**config.mk**
```make
export PLATFORM = sky130hd
export DESIGN_NAME = bsg_mem_1r1w_stream_reader_flat
export DESIGN_NICKNAME = d
export VERILOG_FILES = /design/src/rtl/bsg_mem_1r1w_stream_reader_if.sv /design/src/rtl/bsg_mem_1r1w_stream_reader.sv /design/src/flat_wrapper.sv
export SDC_FILE = /design/constraint.sdc
export NUM_CORES = 1
export LEC_CHECK = 0
export ABC_AREA = 1
export BUFFER_PORTS_ARGS = -buffer_cell sky130_fd_sc_hd__buf_2
export CAP_MARGIN = 20
export CORE_MARGIN = 2
export CORE_UTILIZATION = 43
export DETAILED_ROUTE_END_ITERATION = 16
export GPL_TIMING_DRIVEN = 0
export MAX_ROUTING_LAYER = met4
export PLACE_DENSITY_LB_ADDON = 0.05
export SETUP_SLACK_MARGIN = 0.5
export SYNTH_ARGS = -nofsm -noshare
export SYNTH_HDL_FRONTEND = slang
export SYNTH_SLANG_ARGS = --single-unit
export TNS_END_PERCENT = 20
```
**constraint.sdc**
```tcl
create_clock -name clk_i -period 1.5 [get_ports clk_i]
set_clock_uncertainty 0.05 [all_clocks]
set_input_delay 0.225 -clock clk_i [delete_from_list [all_inputs] [get_ports clk_i]]
set_output_delay 0.225 -clock clk_i [all_outputs]
set_load 0.05 [all_outputs]
```
**src/rtl/bsg_mem_1r1w_stream_reader_if.sv**
```systemverilog
// ---------------------------------------------------------------------------
// bsg_mem_1r1w_stream_reader_if
// Bundles the signals of the stream reader: the command handshake, the
// asynchronous memory read port and the valid/yumi output stream.
//   cmd_v_i / cmd_addr_i / cmd_len_i / cmd_ready_o : command handshake
//   mem_r_v_o / mem_r_addr_o / mem_r_data_i        : memory read port
//   v_o / data_o / yumi_i                          : output word stream
//   done_o                                         : command-complete pulse
// Modport slave is the reader's view; master is the view of its environment.
// ---------------------------------------------------------------------------
interface bsg_mem_1r1w_stream_reader_if
  #(parameter int width_p = 32
   ,parameter int els_p   = 16
   );

   localparam int addr_width_lp = (els_p > 1) ? $clog2(els_p) : 1;
   localparam int len_width_lp  = $clog2(els_p + 1);

   logic                     cmd_v_i;
   logic [addr_width_lp-1:0] cmd_addr_i;
   logic [len_width_lp-1:0]  cmd_len_i;
   logic                     cmd_ready_o;
   logic                     mem_r_v_o;
   logic [addr_width_lp-1:0] mem_r_addr_o;
   logic [width_p-1:0]       mem_r_data_i;
   logic                     v_o;
   logic [width_p-1:0]       data_o;
   logic                     yumi_i;
   logic                     done_o;

   modport slave
     (input  cmd_v_i, cmd_addr_i, cmd_len_i, mem_r_data_i, yumi_i
     ,output cmd_ready_o, mem_r_v_o, mem_r_addr_o, v_o, data_o, done_o
     );

   modport master
     (output cmd_v_i, cmd_addr_i, cmd_len_i, mem_r_data_i, yumi_i
     ,input  cmd_ready_o, mem_r_v_o, mem_r_addr_o, v_o, data_o, done_o
     );

endinterface

```
**src/rtl/bsg_mem_1r1w_stream_reader.sv**
```systemverilog
// ---------------------------------------------------------------------------
// bsg_mem_1r1w_stream_reader
// Read-side engine for a 1r1w memory with asynchronous read. A command gives
// a start address and a word count; the block then reads one address per
// cycle (wrapping modulo els_p) and streams the words through a single-entry
// registered valid/yumi output. done_o pulses for one cycle once the last
// word has been taken.
// Ports:
//   clk_i   : clock
//   reset_i : asynchronous active-high reset
//   bus     : bsg_mem_1r1w_stream_reader_if.slave (command, memory read
//             port, output stream, done pulse)
// ---------------------------------------------------------------------------
module bsg_mem_1r1w_stream_reader
  #(parameter int width_p = 32
   ,parameter int els_p   = 16
   )
   (input  logic clk_i
   ,input  logic reset_i
   ,bsg_mem_1r1w_stream_reader_if.slave bus
   );

   localparam int addr_width_lp = (els_p > 1) ? $clog2(els_p) : 1;
   localparam int len_width_lp  = $clog2(els_p + 1);

   typedef enum logic [1:0] {
      S_IDLE   = 2'd0,
      S_STREAM = 2'd1,
      S_DONE   = 2'd2
   } state_t;

   state_t                   r_state;
   logic [addr_width_lp-1:0] r_addr;
   logic [len_width_lp-1:0]  r_remaining;
   logic [width_p-1:0]       r_data;
   logic                     r_v;
   logic                     r_done;
   logic                     r_ready;

   logic                     w_free;
   logic                     w_capture;
   logic                     w_exit;
   logic [addr_width_lp-1:0] w_addr_next;

   // Output slot is free when empty or being drained; capture and exit decode.
   always_comb begin
      w_free      = ~r_v | bus.yumi_i;
      w_capture   = 1'b0;
      w_exit      = 1'b0;
      w_addr_next = r_addr;
      if (r_state == S_STREAM) begin
         w_capture = (r_remaining != {len_width_lp{1'b0}}) & w_free;
         w_exit    = (r_remaining == {len_width_lp{1'b0}}) & w_free;
      end else begin
         w_capture = 1'b0;
         w_exit    = 1'b0;
      end
      // Wrap to 0 after the last entry; for els_p=1 this keeps the address at 0.
      if (r_addr == addr_width_lp'(els_p - 1)) begin
         w_addr_next = {addr_width_lp{1'b0}};
      end else begin
         w_addr_next = r_addr + addr_width_lp'(1);
      end
   end

   // Control FSM plus the output register; ready/done are registered alongside.
   always_ff @(posedge clk_i or posedge reset_i) begin
      if (reset_i) begin
         r_state     <= S_IDLE;
         r_addr      <= {addr_width_lp{1'b0}};
         r_remaining <= {len_width_lp{1'b0}};
         r_data      <= {width_p{1'b0}};
         r_v         <= 1'b0;
         r_done      <= 1'b0;
         r_ready     <= 1'b1;
      end else begin
         r_done <= 1'b0;
         case (r_state)
            S_IDLE: begin
               if (bus.cmd_v_i) begin
                  r_ready <= 1'b0;
                  if (bus.cmd_len_i == {len_width_lp{1'b0}}) begin
                     r_state <= S_DONE;
                     r_done  <= 1'b1;
                  end else begin
                     r_addr      <= bus.cmd_addr_i;
                     r_remaining <= bus.cmd_len_i;
                     r_state     <= S_STREAM;
                  end
               end
            end
            S_STREAM: begin
               if (w_capture) begin
                  r_data      <= bus.mem_r_data_i;
                  r_v         <= 1'b1;
                  r_addr      <= w_addr_next;
                  r_remaining <= r_remaining - len_width_lp'(1);
               end else if (bus.yumi_i) begin
                  r_v <= 1'b0;
               end
               // Leaves in the cycle of the final yumi (or immediately if already empty).
               if (w_exit) begin
                  r_state <= S_DONE;
                  r_done  <= 1'b1;
               end
            end
            S_DONE: begin
               r_state <= S_IDLE;
               r_ready <= 1'b1;
            end
            default: begin
               r_state <= S_IDLE;
               r_v     <= 1'b0;
               r_ready <= 1'b1;
            end
         endcase
      end
   end

   assign bus.cmd_ready_o  = r_ready;
   assign bus.done_o       = r_done;
   assign bus.v_o          = r_v;
   assign bus.data_o       = r_data;
   assign bus.mem_r_addr_o = r_addr;
   // The read strobe must coincide with the capture because the memory reads asynchronously.
   assign bus.mem_r_v_o    = w_capture;

   bsg_mem_1r1w_stream_reader_chk
     #(.els_p(els_p), .addr_width_p(addr_width_lp), .len_width_p(len_width_lp))
   chk
     (.clk_i      (clk_i)
     ,.reset_i    (reset_i)
     ,.cmd_v_i    (bus.cmd_v_i)
     ,.cmd_ready_i(r_ready)
     ,.cmd_addr_i (bus.cmd_addr_i)
     ,.cmd_len_i  (bus.cmd_len_i)
     ,.yumi_i     (bus.yumi_i)
     ,.v_i        (r_v)
     );

endmodule

// ---------------------------------------------------------------------------
// bsg_mem_1r1w_stream_reader_chk
// Protocol checks on the reader's inputs: yumi only while a word is valid,
// and accepted commands must stay inside the memory.
// ---------------------------------------------------------------------------
module bsg_mem_1r1w_stream_reader_chk
  #(parameter int els_p        = 16
   ,parameter int addr_width_p = 4
   ,parameter int len_width_p  = 5
   )
   (input logic                    clk_i
   ,input logic                    reset_i
   ,input logic                    cmd_v_i
   ,input logic                    cmd_ready_i
   ,input logic [addr_width_p-1:0] cmd_addr_i
   ,input logic [len_width_p-1:0]  cmd_len_i
   ,input logic                    yumi_i
   ,input logic                    v_i
   );

   a_yumi_needs_v: assert property (@(posedge clk_i) disable iff (reset_i)
      yumi_i |-> v_i);

   a_cmd_addr_range: assert property (@(posedge clk_i) disable iff (reset_i)
      (cmd_v_i & cmd_ready_i) |-> (int'(cmd_addr_i) < els_p));

   a_cmd_len_range: assert property (@(posedge clk_i) disable iff (reset_i)
      (cmd_v_i & cmd_ready_i) |-> (int'(cmd_len_i) <= els_p));

endmodule

```
**src/flat_wrapper.sv**
```systemverilog
// flat-port wrapper written by rule: the top's interface ports become plain ports
module bsg_mem_1r1w_stream_reader_flat 
#(parameter int width_p = 32
   ,parameter int els_p   = 16
   )
  (clk_i, reset_i, bus_cmd_v_i, bus_cmd_addr_i, bus_cmd_len_i, bus_mem_r_data_i, bus_yumi_i, bus_cmd_ready_o, bus_mem_r_v_o, bus_mem_r_addr_o, bus_v_o, bus_data_o, bus_done_o);
  bsg_mem_1r1w_stream_reader_if #(.width_p(width_p), .els_p(els_p)) bus_i ();
  input  logic clk_i;
  input  logic reset_i;
  input wire logic [$bits(bus_i.cmd_v_i)-1:0] bus_cmd_v_i;
  input wire logic [$bits(bus_i.cmd_addr_i)-1:0] bus_cmd_addr_i;
  input wire logic [$bits(bus_i.cmd_len_i)-1:0] bus_cmd_len_i;
  input wire logic [$bits(bus_i.mem_r_data_i)-1:0] bus_mem_r_data_i;
  input wire logic [$bits(bus_i.yumi_i)-1:0] bus_yumi_i;
  output wire logic [$bits(bus_i.cmd_ready_o)-1:0] bus_cmd_ready_o;
  output wire logic [$bits(bus_i.mem_r_v_o)-1:0] bus_mem_r_v_o;
  output wire logic [$bits(bus_i.mem_r_addr_o)-1:0] bus_mem_r_addr_o;
  output wire logic [$bits(bus_i.v_o)-1:0] bus_v_o;
  output wire logic [$bits(bus_i.data_o)-1:0] bus_data_o;
  output wire logic [$bits(bus_i.done_o)-1:0] bus_done_o;
  assign bus_i.cmd_v_i = bus_cmd_v_i;
  assign bus_i.cmd_addr_i = bus_cmd_addr_i;
  assign bus_i.cmd_len_i = bus_cmd_len_i;
  assign bus_i.mem_r_data_i = bus_mem_r_data_i;
  assign bus_i.yumi_i = bus_yumi_i;
  assign bus_cmd_ready_o = bus_i.cmd_ready_o;
  assign bus_mem_r_v_o = bus_i.mem_r_v_o;
  assign bus_mem_r_addr_o = bus_i.mem_r_addr_o;
  assign bus_v_o = bus_i.v_o;
  assign bus_data_o = bus_i.data_o;
  assign bus_done_o = bus_i.done_o;
  bsg_mem_1r1w_stream_reader #(.width_p(width_p), .els_p(els_p)) u_core (.clk_i(clk_i), .reset_i(reset_i), .bus(bus_i));
endmodule
```
==> impl_summary.log, run 1 <==
INFO  metric yosys.area.top_type_share = 0.551
INFO  metric most_common_cell_in_the_netlist = sky130_fd_sc_hd__nand2_1
INFO  metric start_kind = flop
INFO  metric timing.hold.worst.class = input port to async pin
INFO  metric finish.net_count = 410
INFO  metric num_antenna_cells = 0
INFO  metric vias = 1,978
INFO  metric seqCellArea = 1160 µm²
INFO  metric required = 1220 ps
INFO  metric register_area_share_after_synthesis = 0.564
INFO  metric first_pass_grt_wire_length = 8360 µm
INFO  metric finalWeightedCongestion = 0.764
INFO  metric finalWirelength = 5410 µm
INFO  metric place_ws = -260 ps
INFO  metric fp.dieH = 72.9 µm
INFO  metric final.min_clock_period = 1690 ps
INFO  metric worstSetupPathType = flop to output port
INFO  metric drc_errors = 0
INFO  metric port_buffers = 84
INFO  metric drtAntennaViolNets = 0
INFO  metric initial_drt_pass_iterations = 4
INFO  metric globalRouteOverflowTotal = 0
INFO  metric synth-main-ff-cell = sky130_fd_sc_hd__dfrtp_1
INFO  metric timing.final.max_slew_violations = 0
INFO  metric grt_pass1_vias = 1,807
INFO  metric floorplan.core_area = 4660 µm²
INFO  metric synth-seq-cells = 46
INFO  metric status = complete, but fails checks
INFO  metric cts.path.max_buffers = 2
INFO  metric cts_tree = built
INFO  metric clock_latency_reported_for_the_late_side_of_the_worst_skew_pair = 290 ps
INFO  metric syn2layout_area_growth = 62.5%
INFO  metric maxClockFrequency = 0.593 GHz
INFO  metric layout.filler_cells = 351
INFO  metric initial_cell_density_of_the_core = 0.438
INFO  metric worstPathMaxFanout = 5
INFO  metric synth_common_cells = 144 x sky130_fd_sc_hd__nand2_1, 45 x sky130_fd_sc_hd__dfrtp_1, 16 x sky130_fd_sc_hd__nand3_1
INFO  metric cp_data_arrival_time = 1410 ps
INFO  metric worst_setup_hold_path_clk_slew = 90 ps
INFO  metric synth-edff-count = 0
INFO  metric hold_buffer_count_at_cts = 0
INFO  metric synthesis.area_per_instance = 8.08 µm²
INFO  metric detailed_place_hpwl = 3310 µm
INFO  metric hold_ws = -92.3 ps
INFO  metric maxCapViolCount = 0
INFO  metric setup_slack = -186 ps
INFO  metric vias_per_cell = 4.73
INFO  metric final_hold_viol_count = 22
INFO  metric async_reset_ff_frac = 1.00
INFO  metric crit_path_start = u_core.r_state[0]
INFO  metric synthDominantAreaCellType = sky130_fd_sc_hd__dfrtp_1
INFO  metric syn_nets = 300
INFO  metric cts_buffers = 5
INFO  metric clock_tree.htree_level_count = 2
INFO  metric finalCritPeriodShare = 1.12
INFO  metric timing_worst_slew_pin_value = 518 ps
INFO  metric synthTopCellsByArea = sky130_fd_sc_hd__dfrtp_1 55%, sky130_fd_sc_hd__nand2_1 26%, sky130_fd_sc_hd__nand3_1 3.9%
INFO  metric grt_setup_unrepaired = true
INFO  metric yosys_warnings = 0
INFO  metric number_of_antenna_violations_at_the_first_check_in_global_routing = 0
INFO  metric design.portCount = 85
INFO  metric clkSinkCount = 46
INFO  metric critical_path.endpoint_type = output port
INFO  metric synth_area = 2040 µm²
INFO  metric design.die.area = 5320 µm²
INFO  metric cts.root.buffer_cell = sky130_fd_sc_hd__clkbuf_8
INFO  metric worst_slew_slack_as_a_fraction_of_its_limit = 0.654
INFO  metric violations = hold timing, setup timing
INFO  metric timing.final.setup_violations = 41
INFO  metric r2r_start = u_core.r_state[0]
INFO  metric syn_inst = 253
INFO  metric multiInputGateArea = 915 µm²
INFO  metric dr.first_iter.drc_count = 90
INFO  metric detail_route.wl_per_cell = 12.9 µm
INFO  metric floorplan.rows = 25
INFO  metric largest_net_degree_at_the_start_of_global_routing = 47
INFO  metric synth.lib_cells_used.distinct = 19
INFO  metric horizontal_extent_of_the_die = 72.9 µm
INFO  metric global_route.usage.total = 0.208
INFO  metric layout-drive-gt1-share = 0.445
==> worst max-delay path: stages, from the launching register on <==
cell and delay [ps]:
sky130_fd_sc_hd__dfrtp_1 430, sky130_fd_sc_hd__inv_2 60, sky130_fd_sc_hd__nor2_4 130, sky130_fd_sc_hd__inv_4 60, sky130_fd_sc_hd__nor2_4 90, sky130_fd_sc_hd__nand2_4 70
sky130_fd_sc_hd__clkinv_4 60, sky130_fd_sc_hd__buf_12 90, sky130_fd_sc_hd__buf_12 120
==> cells by family after synthesis <==
family,after synthesis,share of synthesized area
AO/OA/AOI/OAI,8,0.0196
flip-flops,46,0.564
buffers and inverters,20,0.0521
AND/OR/NAND/NOR,177,0.352
adder cells (fa/ha/maj),2,0.0122
==> repair_timing <==
item,in CTS,in global routing
cloned,1,3
endpoints found under the hold margin,0,22
pin swaps,4,10
endpoints found under the setup margin,85,85
resized for setup,104,35
setup buffers,9,5
==> per-layer routing <==
| layer | GRT usage | vias up | wire length (µm) |
|---|---|---|---|
| met5 | - | - | 0 |
| met2 | 0.325 | 52 | 2820 |
| met3 | 0.0511 | 4 | 255 |
| li1 | - | 993 | - |
| met4 | 0.0556 | 0 | 35 |
| met1 | 0.273 | 929 | 2300 |
==> metrics by stage <==
stage	std cells	TNS, ps	utilization	area, µm²	hold WS (ps)
3_3_place_gp	391	-531	0.553	2580	366
6_report	418	-1720	0.712	3320	-92.3
2_1_floorplan	253	0	-	2090	191
5_1_grt	418	-4010	0.712	3320	-61.7
4_1_cts	409	-224	0.657	3060	50.0
3_5_place_dp	391	-773	0.553	2580	371
==> cells in the final DEF, fill, tap and decap left out, types with 2 or more instances in the layout <==
master / count
sky130_fd_sc_hd__clkbuf_8: 5
sky130_fd_sc_hd__dfrtp_2: 4
sky130_fd_sc_hd__buf_12: 3
sky130_fd_sc_hd__nand3_2: 4
sky130_fd_sc_hd__inv_2: 4
sky130_fd_sc_hd__clkbuf_16: 3
sky130_fd_sc_hd__buf_4: 15
sky130_fd_sc_hd__nand2_1: 129
sky130_fd_sc_hd__clkinv_4: 2
sky130_fd_sc_hd__nand3_1: 10
sky130_fd_sc_hd__buf_8: 9
sky130_fd_sc_hd__inv_1: 4
sky130_fd_sc_hd__nor2_1: 7
sky130_fd_sc_hd__nand3_4: 2
sky130_fd_sc_hd__nor2_4: 4
sky130_fd_sc_hd__buf_2: 45
sky130_fd_sc_hd__nand2_4: 2
sky130_fd_sc_hd__nand2_2: 15
sky130_fd_sc_hd__dfrtp_1: 41
sky130_fd_sc_hd__o21ai_0: 6
sky130_fd_sc_hd__buf_6: 36
==> final cells by class <==
cell class	instances	area share
Tap cell	54	0.0204
Multi-Input combinational cell	187	0.276
Clock inverter	2	0.00415
Timing Repair Buffer	103	0.279
Sequential cell	46	0.349
Inverter	11	0.0158
Buffer	9	0.0347
Clock buffer	6	0.0219
==> flip-flops by register name (all words and copies together), names as in the netlist <==
name	count
u_core.bus.v_o	1
u_core.bus.cmd_ready_o	1
u_core.r_state	2
u_core.bus.mem_r_addr_o	4
u_core.bus.done_o	1
u_core.bus.data_o	32
u_core.r_remaining	5
==> final timing paths <==
check,endpoint,slack (ps),cells past startpoint
worst max-delay path,bus_mem_r_v_o,-190,8
worst min-delay path,u_core.bus.data_o[10],-90,2
worst max register to register,u_core.r_remaining[2],-90,10
worst min register to register,u_core.bus.data_o[0],450,2
max in group asynchronous,u_core.bus.cmd_ready_o,940,3
min in group clk_i,u_core.bus.data_o[14],70,3
Power of run 1 is not shown: default switching activity piles up to over one toggle a cycle in this logic, so the estimate is an artifact.
==> run 2, diff against run 1 <==
SYNTH_HIERARCHICAL = 1   (was default)
==> run 2 against run 1 <==
The flow still finishes with violations (hold timing, setup timing). Worst hold slack got worse by 66 ps. Non-clock buffer count rose by 2. Via count is 0.86% higher. Final area rose by 0.45%. Sequential cell count did not move. Global-route usage increased by 1.1 points. Largest cell class unchanged. Highest routed layer unchanged.
==> impl_summary.log, run 2 <==
INFO  metric status = complete, but fails checks
INFO  metric violations = hold timing, setup timing
INFO  metric worst_setup_hold_path_clk_slew = 90 ps (about the same)
INFO  metric detail_route.wl_per_cell = 12.9 µm (-0.16%)
INFO  metric combinational_family_with_the_most_area_after_synthesis = simple AND/OR/NAND/NOR gates
INFO  metric maxClockFrequency = 0.589 GHz (-0.77%)
INFO  metric largest_reg_flops = 32 (unchanged)
INFO  metric crit_path_start = u_core/r_remaining[0]
INFO  metric clkSinkCount = 46 (unchanged)
INFO  metric async_reset_ff_frac = 1.00 (unchanged)
INFO  metric place_ws = -126 ps (+134 ps)
INFO  metric setup_slack = -199 ps (-13.1 ps)
INFO  metric cts_tree = built
INFO  metric synth-main-ff-cell = sky130_fd_sc_hd__dfrtp_1
INFO  metric cp_data_arrival_time = 1420 ps (about the same)
INFO  metric required = 1220 ps (about the same)
INFO  metric crit_slowest_cell = sky130_fd_sc_hd__dfrtp_1
INFO  metric horizontal_extent_of_the_die = 73.1 µm (+0.23%)
INFO  metric finalWirelength = 5450 µm (+0.80%)
INFO  metric initial_drt_pass_iterations = 4 (unchanged)
INFO  metric synthesis.area_per_instance = 8.05 µm² (-0.30%)
INFO  metric largest_net_degree_at_the_start_of_global_routing = 47 (unchanged)
INFO  metric vias = 1,995 (+0.86%)
INFO  metric worst_slew_slack_as_a_fraction_of_its_limit = 0.764 (+0.109)
INFO  metric cts_buffers = 5 (unchanged)
INFO  metric vias_per_cell = 4.73 (about the same)
INFO  metric detailed_place_hpwl = 3220 µm (-2.7%)
INFO  metric grt_setup_unrepaired = true
INFO  metric most_common_library_cell_in_the_layout_ignoring_fill_and_taps = sky130_fd_sc_hd__nand2_1
INFO  metric drc_errors = 0 (unchanged)
INFO  metric final_cells = 422 (+0.96%)
INFO  metric design.portCount = 85 (unchanged)
INFO  metric syn_inst = 255 (+0.79%)
INFO  metric synthTopCellsByArea = sky130_fd_sc_hd__dfrtp_1 55%, sky130_fd_sc_hd__nand2_1 26%, sky130_fd_sc_hd__nand3_1 3.4%
INFO  metric hold_buffer_count_at_cts = 0 (unchanged)
INFO  metric cp_cell_sequence = inv_2 > ha_4 > nand3_4 > nand3_4 > inv_6 > buf_12 > buf_12
INFO  metric most_common_cell_in_the_netlist = sky130_fd_sc_hd__nand2_1
INFO  metric worstPathMaxFanout = 2 (-3)
INFO  metric synth.lib_cells_used.distinct = 19 (unchanged)
INFO  metric clock_tree.htree_level_count = 2 (unchanged)
INFO  metric hold_ws = -159 ps (-66.5 ps)
INFO  metric finalCritPeriodShare = 1.13 (+0.00874)
INFO  metric postPlaceCellArea = 2610 µm² (+1.3%)
INFO  metric timing.final.max_slew_violations = 0 (unchanged)
INFO  metric fp.dieH = 73.1 µm (+0.23%)
INFO  metric synth-adder-area-share = 0.0122 (-0.0000597)
INFO  metric mostFrequentLayoutCells = 119 x sky130_fd_sc_hd__nand2_1, 50 x sky130_fd_sc_hd__buf_2, 41 x sky130_fd_sc_hd__dfrtp_1
INFO  metric timing_worst_slew_pin_value = 354 ps (-164 ps)
INFO  metric floorplan.core_area = 4660 µm² (unchanged)
INFO  metric regToRegSetupSlack = -180 ps (-90 ps)
INFO  metric r2r_start = u_core/r_remaining[0]
INFO  metric final.min_clock_period = 1700 ps (+13.1 ps)
INFO  metric cts.path.max_buffers = 2 (unchanged)
INFO  metric synth_simple_gate_area_frac = 0.330 (-0.0224)
INFO  metric design.die.area = 5340 µm² (+0.47%)
INFO  metric maxCapViolCount = 0 (unchanged)
INFO  metric synthDominantAreaCellType = sky130_fd_sc_hd__dfrtp_1
INFO  metric port_buffers = 84 (unchanged)
INFO  metric synth-edff-count = 0 (unchanged)
INFO  metric timing.final.setup_violations = 43 (+4.9%)
INFO  metric drtAntennaViolNets = 0 (unchanged)
INFO  metric timing.hold.worst.class = input port to async pin
INFO  metric critical_path.max_stage_delay = 400 ps (-30 ps)
INFO  metric synth_area = 2050 µm² (+0.49%)
INFO  metric regToRegEndpoint = u_core/r_remaining[2]
INFO  metric crit_path_end = bus_mem_r_v_o
INFO  metric clock_latency_reported_for_the_late_side_of_the_worst_skew_pair = 300 ps (about the same)
INFO  metric worst_path_dominant_cell_family = flip-flops
INFO  metric grt_pass1_vias = 1,876 (+3.8%)
INFO  metric final_hold_viol_count = 14 (-36%)
INFO  metric critPathBufInv = 4 (-1)
INFO  metric number_of_antenna_violations_at_the_first_check_in_global_routing = 0 (unchanged)
INFO  metric critical_path.endpoint_type = output port
INFO  metric start_kind = flop
INFO  metric yosys_warnings = 6 (+6)
INFO  metric finish.net_count = 414 (+0.98%)
INFO  metric floorplan.rows = 25 (unchanged)
INFO  metric final_core_utilization = 0.715 (+0.00322)
INFO  metric first_pass_grt_wire_length = 8860 µm (+6.0%)
INFO  metric syn2layout_area_growth = 62.4% (about the same)
INFO  metric ff2ff_path_depth = 11 (+1)
INFO  metric layout-drive-gt1-share = 0.443 (-0.00212)
INFO  metric dr.first_iter.drc_count = 104 (+16%)
INFO  metric synth-seq-cells = 46 (unchanged)
INFO  metric total_stage_count_of_the_critical_path = 7 (-1)
INFO  metric global_route.usage.total = 0.219 (+0.0113)
INFO  metric cts.root.buffer_cell = sky130_fd_sc_hd__clkbuf_8
INFO  metric synth_xor_xnor_area_share = 0.00427 (+0.00427)
INFO  metric syn_nets = 302 (+0.67%)
INFO  metric num_antenna_cells = 0 (unchanged)
INFO  metric synth_compound_area_frac = 0.0293 (+0.00965)
INFO  metric register_area_share_after_synthesis = 0.561 (-0.00275)
INFO  metric multiplexer_share_of_the_synthesized_area = 0 (unchanged)
INFO  metric finalWeightedCongestion = 0.797 (+4.3%)
INFO  metric placedCellCount = 393 (+0.51%)
INFO  metric worstSetupPathType = flop to output port
INFO  metric initial_cell_density_of_the_core = 0.441 (+0.00215)
INFO  metric synth_common_cells = 141 x sky130_fd_sc_hd__nand2_1, 45 x sky130_fd_sc_hd__dfrtp_1, 14 x sky130_fd_sc_hd__nand3_1
INFO  metric globalRouteOverflowTotal = 0 (unchanged)
INFO  metric yosys.area.top_type_share = 0.548 (-0.00269)
INFO  metric stdcell_area = 3330 µm² (+0.45%)
-- run 2: metal layers --
layer	wire length, µm	vias to the layer above	track usage
met1	2490	927	0.297
li1	-	1003	-
met2	2630	59	0.334
met5	0	-	-
met4	55	0	0.0597
met3	274	6	0.0470
-- run 2: worst min-delay path by stage --
stage | slack (ps) | depth (start not counted) | end
after floorplan | 190 | 1 | u_core/bus.data_o[0]
after global routing | -150 | 2 | u_core/bus.data_o[14]
after detailed placement | 370 | 3 | u_core/bus.data_o[21]
after global placement | 370 | 3 | u_core/bus.data_o[8]
after CTS | 60 | 3 | u_core/bus.data_o[14]
final | -160 | 2 | u_core/bus.data_o[14]
-- run 2: kinds of logic (layout without fill, tap and decap cells) --
family                     Yosys count  count (layout)
adders and majority gates            2               2
xor gates and xnor gates             1               1
AOI/OAI and AO/OA                   12              12
buffers and inverters               25             138
and+or+nand+nor                    169             169
DFF                                 46              46
-- run 2: layout make-up --
class | instances | area (µm²)
buffer | 9 | 115
clock buffer | 7 | 76.3
clock inverter | 1 | 30.0
fill | 362 | 1330
inverter | 16 | 68.8
multi-input combinational | 184 | 900
sequential | 46 | 1160
tap | 54 | 67.6
timing repair buffer | 105 | 920
-- run 2: per-stage QoR --
step | setup TNS (ps) | hold WS [ps]
final | -5040 | -159
after global routing | -7250 | -151
after CTS | -458 | 57.8
after detailed placement | -126 | 374
after global placement | -124 | 369
after floorplan | 0 | 191
-- run 2: repair_timing --
item                                    in CTS  in global routing
gates resized for setup                    121                  8
endpoints found under the setup margin      85                 86
cloned                                       4                  2
buffers inserted                            12                  2
pin swaps                                   24                  1
endpoints found under the hold margin        0                 14
Power of run 2 is left out for the same reason.
==> run 3, diff against run 2 <==
==> constraint.sdc (replaced) <==
create_clock -name clk_i -period 1.5 [get_ports clk_i]
set_clock_uncertainty 0.05 [all_clocks]
set_input_delay 0.3 -clock clk_i [delete_from_list [all_inputs] [get_ports clk_i]]
set_output_delay 0.3 -clock clk_i [all_outputs]
set_load 0.05 [all_outputs]
==> run 3 against run 2 <==
The run still ends with hold timing, setup timing left. Register-to-register slack gained 150 ps. Global-route usage decreased by 1.7 points. Critical path depth did not move. Die area unchanged. Critical endpoint unchanged.
==> impl_summary.log, run 3 (same netlist as run 2, synthesis figures left out) <==
INFO  metric drtAntennaViolNets = 0 (unchanged)
INFO  metric violations = hold timing, setup timing
INFO  metric drc_errors = 0 (unchanged)
INFO  metric cts_buffers = 5 (unchanged)
INFO  metric dr.first_iter.drc_count = 96 (-7.7%)
INFO  metric final_hold_viol_count = 19 (+5)
INFO  metric cp_cell_sequence = inv_2 > ha_4 > nand3_4 > nand3_4 > inv_6 > buf_12 > buf_12
INFO  metric vias = 1,980 (-0.75%)
INFO  metric start_kind = flop
INFO  metric first_pass_grt_wire_length = 8150 µm (-8.0%)
INFO  metric ff2ff_path_depth = 10 (-1)
INFO  metric layout-drive-gt1-share = 0.394 (-0.0490)
INFO  metric grt_pass1_vias = 1,830 (-2.5%)
INFO  metric timing.final.setup_violations = 9 (-79%)
INFO  metric num_antenna_cells = 0 (unchanged)
INFO  metric worstPathMaxFanout = 2 (unchanged)
INFO  metric floorplan.rows = 25 (unchanged)
INFO  metric cts_tree = built
INFO  metric hold_buffer_count_at_cts = 0 (unchanged)
INFO  metric largest_net_degree_at_the_start_of_global_routing = 47 (unchanged)
INFO  metric critical_path.max_stage_delay = 400 ps (about the same)
INFO  metric timing.final.max_slew_violations = 0 (unchanged)
INFO  metric worst_setup_hold_path_clk_slew = 90 ps (about the same)
INFO  metric required = 1150 ps (-70 ps)
INFO  metric worst_path_dominant_cell_family = flip-flops
INFO  metric maxCapViolCount = 0 (unchanged)
INFO  metric design.die.area = 5340 µm² (unchanged)
INFO  metric syn2layout_area_growth = 58.2%
INFO  metric regToRegEndpoint = u_core/r_remaining[2]
INFO  metric design.portCount = 85 (unchanged)
INFO  metric horizontal_extent_of_the_die = 73.1 µm (unchanged)
INFO  metric finalWeightedCongestion = 0.838 (+5.2%)
INFO  metric critPathBufInv = 4 (unchanged)
INFO  metric clock_latency_reported_for_the_late_side_of_the_worst_skew_pair = 290 ps (about the same)
INFO  metric crit_slowest_cell = sky130_fd_sc_hd__dfrtp_1
INFO  metric cts.path.max_buffers = 2 (unchanged)
INFO  metric regToRegSetupSlack = -30 ps (+150 ps)
INFO  metric timing.hold.worst.class = input port to async pin
INFO  metric worst_slew_slack_as_a_fraction_of_its_limit = 0.674 (-0.0891)
INFO  metric worstSetupPathType = flop to output port
INFO  metric cp_data_arrival_time = 1390 ps (-30 ps)
INFO  metric mostFrequentLayoutCells = 137 x sky130_fd_sc_hd__nand2_1, 44 x sky130_fd_sc_hd__buf_2, 42 x sky130_fd_sc_hd__buf_6
INFO  metric initial_cell_density_of_the_core = 0.441 (unchanged)
INFO  metric largest_reg_flops = 32 (unchanged)
INFO  metric most_common_library_cell_in_the_layout_ignoring_fill_and_taps = sky130_fd_sc_hd__nand2_1
INFO  metric cts.root.buffer_cell = sky130_fd_sc_hd__clkbuf_8
INFO  metric layout.filler_cells = 379 (+4.7%)
INFO  metric finish.net_count = 409 (-1.2%)
INFO  metric floorplan.core_area = 4660 µm² (unchanged)
INFO  metric global_route.usage.total = 0.203 (-0.0167)
INFO  metric vias_per_cell = 4.75 (+0.44%)
INFO  metric setup_slack = -244 ps (-45.2 ps)
INFO  metric stdcell_area = 3250 µm² (-2.6%)
INFO  metric finalCritPeriodShare = 1.16 (+0.0302)
INFO  metric clock_tree.htree_level_count = 2 (unchanged)
INFO  metric maxClockFrequency = 0.573 GHz (-2.6%)
INFO  metric detailed_place_hpwl = 3230 µm (+0.11%)
INFO  metric clkSinkCount = 46 (unchanged)
INFO  metric timing_worst_slew_pin_value = 487 ps (+133 ps)
INFO  metric fp.dieH = 73.1 µm (unchanged)
INFO  metric final.min_clock_period = 1740 ps (+45.2 ps)
INFO  metric critical_path.endpoint_type = output port
INFO  metric number_of_antenna_violations_at_the_first_check_in_global_routing = 0 (unchanged)
INFO  metric postPlaceCellArea = 2620 µm² (+0.24%)
INFO  metric grt_setup_unrepaired = true
INFO  metric hold_ws = -31.3 ps (+128 ps)
INFO  metric final_core_utilization = 0.697 (-0.0185)
INFO  metric status = complete, but fails checks
INFO  metric initial_drt_pass_iterations = 4 (unchanged)
INFO  metric globalRouteOverflowTotal = 0 (unchanged)
INFO  metric detail_route.wl_per_cell = 12.5 µm (-3.3%)
INFO  metric r2r_start = u_core/r_remaining[1]
INFO  metric port_buffers = 84 (unchanged)
INFO  metric finalWirelength = 5210 µm (-4.4%)
## run 3: cell types whose count changed in the layout (fill, tap and decap cells not counted), sizes merged
cell,previous run,this run
buf,112,108
bufinv,1,0
clkbuf,9,8
clkinvlp,1,2
## run 3: worst max-delay path by stage
stage | start | to | slack [ps] | cells after the start
5_1_grt | u_core/r_remaining[1] | bus_mem_r_v_o | -310 | 7
3_3_place_gp | u_core/r_state[1] | bus_mem_r_v_o | -200 | 5
2_1_floorplan | u_core/bus.v_o | bus_mem_r_v_o | 150 | 4
4_1_cts | u_core/r_remaining[0] | bus_mem_r_v_o | -280 | 7
3_5_place_dp | u_core/r_state[1] | bus_mem_r_v_o | -190 | 5
6_report | u_core/r_remaining[1] | bus_mem_r_v_o | -240 | 7
## run 3: through the flow
step | setup TNS [ps] | std cells | hold WS, ps | setup WS [ps]
floorplan | 0 | 255 | 266 | 155
global placement | -198 | 393 | 407 | -198
detailed placement | -192 | 393 | 410 | -192
CTS | -276 | 412 | 130 | -276
global route | -1930 | 417 | -14.3 | -309
finish | -361 | 417 | -31.3 | -244
## run 3: repair_timing
action | CTS | global route
cloned | 1 | 2
resized for setup | 104 | 20
pin swaps | 4 | 2
endpoints found under the hold margin | 0 | 18
buffers inserted | 10 | 2
setup endpoints to repair | 85 | 85
## run 3: cell type report
class                      instances  area (µm²)  share of cell area
clock inverter                     1        7.51             0.00231
multi-input combinational        184         877               0.270
buffer                             9         121              0.0374
tap                               54        67.6              0.0208
timing repair buffer             100         872               0.268
sequential                        46        1160               0.356
inverter                          16        68.8              0.0212
clock buffer                       7        76.3              0.0235
## run 3: per-layer routing
metal | vias to the layer above | share of wire | GRT usage | routed length [µm]
met5 | - | 0 | - | 0
met4 | 0 | 0.014 | 0.0679 | 72
met3 | 8 | 0.053 | 0.0483 | 276
met2 | 65 | 0.49 | 0.308 | 2530
met1 | 913 | 0.45 | 0.267 | 2330
li1 | 994 | - | - | -
Power of run 3 is left out for the same reason.
